===== config.mk =====
export PLATFORM = sky130hd
export DESIGN_NAME = mem_stage_sram
export DESIGN_NICKNAME = d
export VERILOG_FILES = /design/src/rtl/mem_stage_sram.sv
export SDC_FILE = /design/constraint.sdc
export NUM_CORES = 1
export LEC_CHECK = 0
export ABC_CLOCK_PERIOD_IN_PS = 3400
export BUFFER_PORTS_ARGS = -buffer_cell sky130_fd_sc_hd__buf_4
export CAP_MARGIN = 10
export CORE_ASPECT_RATIO = 1.2
export CORE_UTILIZATION = 40
export DETAILED_ROUTE_END_ITERATION = 6
export GPL_ROUTABILITY_DRIVEN = 0
export HOLD_SLACK_MARGIN = 0.03
export PLACE_DENSITY = 0.73
export REMOVE_ABC_BUFFERS = 1
export SETUP_SLACK_MARGIN = 0.15
export SLEW_MARGIN = 10
export SYNTH_ARGS = -nofsm -noshare
export SYNTH_HDL_FRONTEND = slang
export SYNTH_SLANG_ARGS = --single-unit

===== constraint.sdc =====
create_clock -name clk -period 3.4 [get_ports clk]
set_input_delay 0.17 -clock clk [delete_from_list [all_inputs] [get_ports clk]]
set_output_delay 0.17 -clock clk [all_outputs]
set_load 0.01 [all_outputs]

===== src/rtl/mem_stage_sram.sv =====
// Memory stage with a multi-cycle access engine for an external 16-bit SRAM.
// Each 32-bit LDR/STR is split into a low and a high half-word access. Each
// half is held for WAIT_CYCLES+1 cycles. The pipeline is frozen until the
// access reaches DONE.
// Optional feature: define MEM_MISALIGN_TRAP_EN to trap word-misaligned
// accesses instead of performing them.
module mem_stage_sram #(
  parameter int          WAIT_CYCLES = 1,
  parameter logic [31:0] MEM_BASE    = 32'd1024
) (
  input  logic        clk,
  input  logic        rst,
  input  logic        mem_read,
  input  logic        mem_write,
  input  logic        wb_en,
  input  logic [3:0]  dest,
  input  logic [31:0] alu,
  input  logic [31:0] val_rm,
  output logic        wb_en_out,
  output logic        mem_read_out,
  output logic [3:0]  dest_out,
  output logic [31:0] alu_out,
  output logic [31:0] mem_data,
  output logic        freeze,
  output logic        misalign_err,
  output logic [17:0] sram_addr,
  output logic [15:0] sram_dq_out,
  output logic        sram_dq_oe,
  input  logic [15:0] sram_dq_in,
  output logic        sram_we_n
);

  typedef enum logic [1:0] {S_IDLE, S_LO, S_HI, S_DONE} state_t;

  localparam logic [2:0]  CNT_LAST = 3'(WAIT_CYCLES);
  localparam logic [18:0] BASE_LO  = MEM_BASE[18:0];

  state_t      r_state, w_state_nxt;
  logic [2:0]  r_cnt, w_cnt_nxt;
  logic        w_req, w_is_wr, w_is_rd, w_misalign;
  logic [18:0] w_off;
  logic [16:0] w_wa;
  logic [1:0]  w_unused_off;

  assign w_req   = mem_read | mem_write;
  assign w_is_wr = mem_write;
  assign w_is_rd = mem_read & ~mem_write;

  // Only the low 19 bits of the byte offset reach the 18-bit half-word address.
  assign w_off        = alu[18:0] - BASE_LO;
  assign w_wa         = w_off[18:2];
  assign w_unused_off = w_off[1:0];

`ifdef MEM_MISALIGN_TRAP_EN
  logic r_misalign;
  assign w_misalign   = (alu[1:0] != 2'b00);
  assign misalign_err = r_misalign;
`else
  assign w_misalign   = 1'b0;
  assign misalign_err = 1'b0;
`endif

  assign freeze       = w_req & (r_state != S_DONE);
  assign wb_en_out    = wb_en & ~freeze & ~misalign_err;
  assign mem_read_out = mem_read & ~freeze;
  assign dest_out     = dest;
  assign alu_out      = alu;

  // Access FSM state and hold counter.
  always_ff @(posedge clk or posedge rst) begin
    if (rst) begin
      r_state <= S_IDLE;
      r_cnt   <= 3'd0;
    end else begin
      r_state <= w_state_nxt;
      r_cnt   <= w_cnt_nxt;
    end
  end

  // Next state: each half is held until the counter reaches WAIT_CYCLES.
  always_comb begin
    w_state_nxt = r_state;
    w_cnt_nxt   = r_cnt;
    case (r_state)
      S_IDLE: begin
        w_cnt_nxt = 3'd0;
        if (w_req) w_state_nxt = w_misalign ? S_DONE : S_LO;
      end
      S_LO: begin
        if (r_cnt == CNT_LAST) begin
          w_state_nxt = S_HI;
          w_cnt_nxt   = 3'd0;
        end else begin
          w_cnt_nxt = r_cnt + 3'd1;
        end
      end
      S_HI: begin
        if (r_cnt == CNT_LAST) begin
          w_state_nxt = S_DONE;
          w_cnt_nxt   = 3'd0;
        end else begin
          w_cnt_nxt = r_cnt + 3'd1;
        end
      end
      default: begin
        w_state_nxt = S_IDLE;
        w_cnt_nxt   = 3'd0;
      end
    endcase
  end

  // SRAM pins are registered from the upcoming state. This lets them line up
  // with the cycle they belong to. we_n rises on the last cycle of each half
  // to commit the write.
  always_ff @(posedge clk or posedge rst) begin
    if (rst) begin
      sram_addr   <= 18'd0;
      sram_dq_out <= 16'd0;
      sram_dq_oe  <= 1'b0;
      sram_we_n   <= 1'b1;
    end else begin
      case (w_state_nxt)
        S_LO: begin
          sram_addr   <= {w_wa, 1'b0};
          sram_dq_out <= val_rm[15:0];
          sram_dq_oe  <= w_is_wr;
          sram_we_n   <= ~(w_is_wr && (w_cnt_nxt != CNT_LAST));
        end
        S_HI: begin
          sram_addr   <= {w_wa, 1'b1};
          sram_dq_out <= val_rm[31:16];
          sram_dq_oe  <= w_is_wr;
          sram_we_n   <= ~(w_is_wr && (w_cnt_nxt != CNT_LAST));
        end
        default: begin
          sram_dq_oe <= 1'b0;
          sram_we_n  <= 1'b1;
        end
      endcase
    end
  end

  // Load data is captured on the last cycle of each half.
  always_ff @(posedge clk or posedge rst) begin
    if (rst) begin
      mem_data <= 32'd0;
    end else if (w_is_rd && (r_cnt == CNT_LAST)) begin
      if (r_state == S_LO) mem_data[15:0]  <= sram_dq_in;
      if (r_state == S_HI) mem_data[31:16] <= sram_dq_in;
    end
  end

`ifdef MEM_MISALIGN_TRAP_EN
  // Trap flag is set only when IDLE jumps straight to DONE, so it lasts one cycle.
  always_ff @(posedge clk or posedge rst) begin
    if (rst) r_misalign <= 1'b0;
    else     r_misalign <= (r_state == S_IDLE) && (w_state_nxt == S_DONE);
  end
`endif

endmodule


==> impl_metrics.ini <==
[layout]
antennaDiodeCount = 0
fillers = 790
area_delta_synth_final_pct = 34.3
finalNonFillerCells = 536
nNetsFinal = 510
drive_above_1_share_pct = 53.5

[sta]
max_slew_margin_pct = 55.8
fin_hold_ws_ns = 0.0698
skew_ns = 0.00916
period_needed_ns = 2.66
fin_ws_ns = 0.744
fin_crit_sh_pct = 78.1
drv_slew = 0
max_freq_mhz = 377
tightest_slew_ns = 0.657
rsz0062_at_grt = false
finalSetupTns_ns = 0
hold_viol = 0
finalSetupViolations = 0

[clocking]
clockRootBuffer = clkbuf_8
cts_buffers = 9
clk-insertion-delay-late_ns = 0.33
cts_tree = yes
cts_hold_buf = 1
clock-sinks = 73
ctsResizeCount = 0
cts_setup_buffers = 0
htreeDepth = 3
cts.clk_slew.worst_paths_ns = 0.08
clk_path_buf_depth = 2

[floorplanning]
core_um2 = 8610
die_w_um = 88.0
row_count = 37
die_area_um2 = 9260
dieHeight_um = 105
initial_utilization_pct = 41.2
pin_count = 197

[logic_synthesis]
synthFlopType = dfrtp_1
post-synth-top-count-cell = dfrtp_1
yosysTopAreaCell = dfrtp_1
synth_top_family_by_area = multiplexers
synthCells = 290
seq_area_frac_synth_pct = 51.5
synth_edf_count = 0
ys_top_cells_by_area = dfrtp_1 51%, mux2_4 8.5%, buf_4 7.8%
synthAdderAreaFrac_pct = 2.47
ys_types = 38
synth_top_area_share_pct = 50.7
yosys_warnings = 0
syn-cell-area_um2 = 3550
synth_xor_area_share_pct = 0.987
synthMuxAreaShare_pct = 20.2
synth_common_cells = 72 x dfrtp_1, 37 x buf_4, 24 x nand2_1
synthSimpleGateAreaFrac_pct = 8.67
syn_avg_cell_area_um2 = 12.2
synth_compound_area_share_pct = 5.60
async_flop_share_pct = 100
ys_ff_latch = 73

[min_path]
min_path_type = input pin to register
holdPathStages = 2

[detailed_routing]
ant_nets = 0
drt-pass1-iter-count = 4
drc = 0
drt_iter0_drc = 52
post_drt_via_cell_ratio = 4.81
vias = 2579
wire_per_inst_um = 14.5
wl_um = 7800

[critical_path]
start_kind = register
required_ns = 3.63
critical_path_class = register to register
critPathCaptureType = register
crit_fanout = 38
reg2regPathDepth = 8
arrival_ns = 2.88

[global_route]
grt_pass1_wl_um = 12100
grt_max_degree = 39
grt_use_total_pct = 17.0
first_global_vias = 2573
overflow = 0
antenna_found_initial = 0

[place]
dpl.hpwl_um = 5840
dp.cells = 519
pre_cts_ws_ns = 0.733
io_buffers = 157

[pwr]
p_leak_uw = 0.00239
peakVddDrop_mv = 0.591
powerDensity_nw_per_um2 = 937

[job]
maxCapViolations = 0

[outcome]
status = finished clean
## where the power goes
group	leakage (µW)	switching, µW	internal, µW	total (µW)
logic	0.00139	1080	1200	2280
registers	0.000902	230	1300	1530
clock network	0.0000964	319	342	660
## path summary, 6_finish.rpt
path	end	slack [ns]	start
setup / recovery	sram_addr[17]	0.74	r_state[0]
min in group asynchronous	mem_data[14]	0.41	rst
setup reg to reg	sram_addr[17]	0.74	r_state[0]
hold reg to reg	sram_addr[11]	0.49	sram_addr[11]
hold / removal	mem_data[3]	0.07	sram_dq_in[3]
max in group asynchronous	sram_we_n	2.27	rst
## layer usage
layer  vias to the layer above  global-route usage (%)  wire [µm]  share of wire [%]
li1                       1207                       -          -                  -
met1                      1224                    19.8       3160                 41
met2                       134                    26.9       3710                 48
met3                        12                    7.36        808                 10
met4                         2                    6.45         87                1.1
met5                         -                    4.24         33               0.42
## critical path: stages (launching register included)
cell and delay, ns:
dfrtp_1 0.43, inv_1 0.13, ha_1 0.24, o21ai_0 0.15
a41o_1 0.27, ha_2 0.75, nand2b_1 0.19, a21oi_1 0.04
a311o_1 0.33
## state kept, by name, summed over array words and instances (netlist names)
signal / cells
r_state: 2
sram_dq_oe: 1
r_cnt: 3
mem_data: 32
sram_we_n: 1
sram_addr: 18
sram_dq_out: 16
## metrics by stage
stage | total power, µW | instance area (µm²) | utilization (%)
after detailed placement | 3860 | 4560 | 53.0
after global placement | 3780 | 4560 | 53.0
after floorplan | 2860 | 3210 | -
after CTS | 4540 | 4770 | 55.4
after global routing | 4810 | 4770 | 55.4
final | 4470 | 4770 | 55.4
## cell families after synthesis
logic type / Yosys count
buf+inv: 57
xor+xnor: 4
simple gates: 56
other cells: 1
mux: 59
flops: 73
compound gates: 33
fa+ha+maj: 7
## cells in the final DEF, fill, tap and decap left out, types with 2 or more instances in the layout
cell type,n
nand2b_1,2
mux2i_1,17
ha_1,6
clkbuf_8,9
nand3_1,4
mux2_4,20
inv_1,8
mux2_2,22
dfrtp_1,72
xnor2_1,3
nand3b_1,2
and2_1,2
a21oi_1,2
buf_4,160
a211oi_1,2
o21ai_0,22
nand2_1,24
a211o_1,2
nor2_1,8
nor3_1,2
nor2b_1,3
nand3_4,2
nor3b_1,2
clkinv_4,3
## layout make-up
type | instances | area [µm²] | share of cell area, %
sequential | 73 | 1830 | 38.3
tap | 117 | 146 | 3.07
clock inverter | 6 | 68.8 | 1.44
timing repair buffer | 161 | 1210 | 25.4
inverter | 9 | 33.8 | 0.708
multi-input combinational | 160 | 1350 | 28.4
clock buffer | 10 | 128 | 2.68
Power figures use the tool's default switching activity.
